===== config.mk =====
export PLATFORM = sky130hd
export DESIGN_NAME = neuron_layer_scheduler
export DESIGN_NICKNAME = d
export VERILOG_FILES = /design/src/rtl/neuron_layer_scheduler.sv
export SDC_FILE = /design/constraint.sdc
export NUM_CORES = 1
export LEC_CHECK = 0
export CELL_PAD_IN_SITES_DETAIL_PLACEMENT = 1
export CELL_PAD_IN_SITES_GLOBAL_PLACEMENT = 1
export CORE_UTILIZATION = 25
export CTS_CLUSTER_SIZE = 8
export DETAILED_ROUTE_END_ITERATION = 8
export GPL_ROUTABILITY_DRIVEN = 0
export PLACE_DENSITY = 0.62
export SYNTH_ARGS = -nofsm -noshare
export SYNTH_HDL_FRONTEND = slang
export SYNTH_SLANG_ARGS = --single-unit

===== constraint.sdc =====
create_clock -name clk_i -period 2.41 [get_ports clk_i]
set_clock_uncertainty 0.1 [all_clocks]
set_input_delay 0.241 -clock clk_i [delete_from_list [all_inputs] [get_ports clk_i]]
set_output_delay 0.241 -clock clk_i [all_outputs]
set_load 0.02 [all_outputs]

===== src/rtl/neuron_layer_scheduler.sv =====
// neuron_layer_scheduler: time-multiplexes one LIF core across N_NEURONS neurons, owning membranes, weights and config.
module neuron_layer_scheduler #(
    parameter int N_STAGE     = 3,
    parameter int N_NEURONS   = 8,
    parameter int N_MEMBRANE  = N_STAGE + 2,
    parameter int N_THRESHOLD = N_MEMBRANE - 1,
    localparam int N_IN       = 2 ** N_STAGE,
    localparam int IDX_W      = $clog2(N_NEURONS)
) (
    input  logic                   clk_i,
    input  logic                   reset_i,
    input  logic                   step_valid_i,
    output logic                   step_ready_o,
    input  logic [N_IN-1:0]        step_inputs_i,
    input  logic                   cfg_we_i,
    input  logic [1:0]             cfg_sel_i,
    input  logic [IDX_W-1:0]       cfg_addr_i,
    input  logic [N_IN-1:0]        cfg_data_i,
    output logic [N_IN-1:0]        nc_inputs_o,
    output logic [N_IN-1:0]        nc_weights_o,
    output logic [2:0]             nc_shift_o,
    output logic [N_THRESHOLD-1:0] nc_threshold_o,
    output logic [N_MEMBRANE-1:0]  nc_last_membrane_o,
    input  logic [N_MEMBRANE-1:0]  nc_new_membrane_i,
    input  logic                   nc_is_spike_i,
    output logic [N_NEURONS-1:0]   spikes_o,
    output logic                   spikes_valid_o,
    output logic                   busy_o
);
    typedef enum logic [1:0] {IDLE, RUN, DONE} state_e;

    localparam logic [IDX_W-1:0] LAST = IDX_W'(N_NEURONS - 1);

    state_e                   state_q, state_d;
    logic [IDX_W-1:0]         idx_q, idx_d;
    logic [N_MEMBRANE-1:0]    mem_q [N_NEURONS];
    logic [N_MEMBRANE-1:0]    mem_d [N_NEURONS];
    logic [N_IN-1:0]          w_q [N_NEURONS];
    logic [N_IN-1:0]          w_d [N_NEURONS];
    logic [N_THRESHOLD-1:0]   thr_q, thr_d;
    logic [2:0]               shift_q, shift_d;
    logic [N_IN-1:0]          in_q, in_d;
    logic [N_NEURONS-1:0]     work_q, work_d;
    logic [N_NEURONS-1:0]     spikes_q, spikes_d;

    always_comb begin
        state_d  = state_q;
        idx_d    = idx_q;
        mem_d    = mem_q;
        w_d      = w_q;
        thr_d    = thr_q;
        shift_d  = shift_q;
        in_d     = in_q;
        work_d   = work_q;
        spikes_d = spikes_q;
        if (state_q == IDLE) begin
            if (cfg_we_i) begin
                if (cfg_sel_i == 2'd0) w_d[cfg_addr_i] = cfg_data_i;
                if (cfg_sel_i == 2'd1) thr_d = cfg_data_i[N_THRESHOLD-1:0];
                if (cfg_sel_i == 2'd2) shift_d = cfg_data_i[2:0];
                if (cfg_sel_i == 2'd3) for (int i = 0; i < N_NEURONS; i++) mem_d[i] = '0;
            end
            if (step_valid_i) begin
                state_d = RUN;
                idx_d   = '0;
                work_d  = '0;
                in_d    = step_inputs_i;
            end
        end else if (state_q == RUN) begin
            mem_d[idx_q]  = nc_new_membrane_i;
            work_d[idx_q] = nc_is_spike_i;
            idx_d         = idx_q + IDX_W'(1);
            // Publish on the last write so spikes_o is already fresh while spikes_valid_o pulses in DONE.
            if (idx_q == LAST) begin
                state_d  = DONE;
                spikes_d = work_d;
            end
        end else begin
            state_d = IDLE;
        end
    end

    always_ff @(posedge clk_i) begin
        if (reset_i) begin
            state_q  <= IDLE;
            idx_q    <= '0;
            mem_q    <= '{default: '0};
            w_q      <= '{default: '0};
            thr_q    <= '1;
            shift_q  <= '0;
            in_q     <= '0;
            work_q   <= '0;
            spikes_q <= '0;
        end else begin
            state_q  <= state_d;
            idx_q    <= idx_d;
            mem_q    <= mem_d;
            w_q      <= w_d;
            thr_q    <= thr_d;
            shift_q  <= shift_d;
            in_q     <= in_d;
            work_q   <= work_d;
            spikes_q <= spikes_d;
        end
    end

    assign nc_inputs_o        = in_q;
    assign nc_weights_o       = w_q[idx_q];
    assign nc_shift_o         = shift_q;
    assign nc_threshold_o     = thr_q;
    assign nc_last_membrane_o = mem_q[idx_q];
    assign spikes_o           = spikes_q;
    assign spikes_valid_o     = state_q == DONE;
    assign busy_o             = state_q != IDLE;
    assign step_ready_o       = state_q == IDLE;
endmodule


==> out/summary.txt <==
DP Cell Count: 1069
final worst setup slack: 0.08973 ns
pre-CTS WS: 0.06768 ns
Final Cell Area: 8577 um2
Clk pin slew, worst setup/hold paths: 0.05 ns
synth cell count leaders: 140 x dfxtp_1, 92 x nand2b_1, 73 x mux2i_1, 70 x nand2_1, 24 x o21ai_0
Crit path max-delay family: compound AO/OA/AOI/OAI gates
Power Dens Cells: 630.3 nW/um2
Worst Path Arrival: 1.98 ns
Worst Tran Pin Value: 0.6377 ns
DIE AREA: 27410 um2
Distinct cells, synth: 59
ratio of cells with drive above 1 in the final layout: 0.1961
Clock H-tree levels: 4
worst-path cell chain: buf_6 > mux2_2 > a221oi_2 > o221ai_1 > buf_2
Layout area overhead: 28.25%
part of the cycle the worst path needs: 0.9628
CTS max path bufs: 2
leakage: 3.508 nW
Min Hold Slack: 0.1301 ns
DR DRC count: 4
Synth top area share: 0.4191
failing checks: DRC
Antenna Diode Count: 0
Die Y: 165.6 um
CP Buf/Inv Count: 2
Synth warnings: 0
Final Non-Filler Cells: 1105
post-route minimum period: 2.320 ns
CP startpoint kind: flop
max incr delay on CP: 0.39 ns
EDFF count, synth: 0
I/O pin count: 70
hpwl dp: 13080 um
DR pass1 iterations: 6
max-cap viol count: 0
Post-Synthesis Cells: 669
TritonCTS clock tree: done
Yosys top cell by area: dfxtp_1
Main synth FF type: dfxtp_1
total routed wirelength: 19340 um
Fin. Hold Viols: 0
CTS Buf Count: 17
GR Overflow Total: 0
Slew Limit Fails: 0
Starting Density: 0.2559
GRT Util Overall: 0.1486
Cell Area, Synth: 6688 um2
Hold Path Class: input port to flop
Crit path required time: 2.07 ns
status: finished with violations
most common cell in the synthesized netlist: dfxtp_1
PortBufs: 69
vias in the first global route: 5440
post-synth net total: 702
RSZ-0062 raised after global routing: no
clock sink count: 140
maximum vdd ir drop: 0.0004104 V
Critical-path top delay cell: dfxtp_4
crit-path max FO: 7
CP Capture Type: output port
wire length per cell: 17.50 um
Site Rows: 59
largest cells by area after synthesis: dfxtp_1 42%, mux2i_1 11%, nand2b_1 8.6%
CTS Root Cell: clkbuf_16
Post-DP Area: 7963 um2
Mean Syn Cell Area: 9.997 um2
async set-reset flop share out of synthesis: 0
routed vias: 5253
Fin Setup TNS: 0 ns
final setup fails: 0
FF+latch count, synth: 140
Die Wd: 165.6 um
slew margin rel.: 0.5691
Clock Latency Late Sink: 0.42 ns
FILL cells: 2973
post-route ant nets: 0
overall power: 5.406 mW
# nets final: 791
utilization after layout: 0.3282
Via density: 4.754
Setup CP Type: flop to output port
initial drt markers: 231
Core Region: 26130 um2
fraction of the yosys area taken by sequential cells: 0.4191
largest net degree at the start of global routing: 88
initial antenna violation count: 0
first-pass GRT wire length: 30810 um
fmax: 0.4310 GHz
-- layer usage --
| layer | share of wire | track usage | up-vias |
|---|---|---|---|
| met5 | 0 | 0 | - |
| li1 | - | - | 2563 |
| met4 | 0.015 | 0.05083 | 0 |
| met2 | 0.46 | 0.2375 | 88 |
| met3 | 0.030 | 0.02672 | 20 |
| met1 | 0.50 | 0.1999 | 2582 |
-- sequential cells by signal (all words and copies together), names as in the netlist --
register and flops:
idx_q 3, mem_q 40, nc_inputs_o 8, nc_shift_o 3, nc_threshold_o 4, spikes_o 8
state_q 2, w_q 64, work_q 8
-- power by group --
part	switching [mW]	internal (mW)
clock network	1.02	1.48
logic	0.292	0.248
registers	0.0217	2.34
-- cell usage in the layout, fill, tap and decap left out, drive strengths merged, types with 6 or more instances in the layout --
master	n
a211oi	8
a21oi	23
a22o	20
and3	6
and4b	7
buf	61
clkbuf	26
clkdlybuf4s50	55
clkinv	6
dfxtp	140
dlygate4sd2	7
inv	13
mux2i	73
mux4	18
nand2	71
nand2b	92
nand3	13
nor2	11
nor2b	10
nor4bb	8
o21ai	24
o32ai	7
-- cells by family (layout without fill, tap and decap cells) --
logic type | Yosys count | count (layout) | synth area share
adder cells (fa/ha/maj) | 2 | 2 | 0.003741
multiplexers | 95 | 95 | 0.1766
buffers and inverters | 71 | 172 | 0.04846
AND/OR/NAND/NOR | 251 | 251 | 0.2342
flip-flops | 140 | 140 | 0.4191
AO/OA/AOI/OAI | 110 | 110 | 0.1179
-- final timing paths --
kind                           endpoint            from  slack (ns)  cells after the start
hold / removal               state_q[0]         reset_i        0.13                      2
hold reg to reg          nc_inputs_o[4]  nc_inputs_o[4]        0.36                      2
setup reg to reg            spikes_o[7]        idx_q[0]        0.53                      8
setup / recovery  nc_last_membrane_o[0]        idx_q[0]        0.09                      5
-- repair_timing --
action,in CTS,in global routing
hold buffers,0,0
hold endpoints to repair,0,0
pin swaps,1,0
gates cloned,0,0
gates resized for setup,30,7
buffers inserted,2,3
setup endpoints to repair,13,9
-- worst reg2reg max path, stage by stage (launching register included) --
cell and delay [ns]:
dfxtp_4 0.39, buf_6 0.14, buf_4 0.17, ha_1 0.16
ha_1 0.15, and3b_1 0.16, buf_4 0.21, nor2_1 0.06
a211oi_1 0.25
-- final cells by class --
| type | instances | area, um2 | area share |
|---|---|---|---|
| multi-input cells | 458 | 3573 | 0.4166 |
| well taps | 335 | 419.2 | 0.04887 |
| inverters | 14 | 53.80 | 0.006273 |
| repair buffers | 127 | 1150 | 0.1341 |
| flip-flops and latches | 140 | 2814 | 0.3281 |
| clock buffers | 23 | 508.0 | 0.05923 |
| clock inverters | 8 | 58.81 | 0.006856 |
No activity file was read; power rests on OpenSTA's default activity.
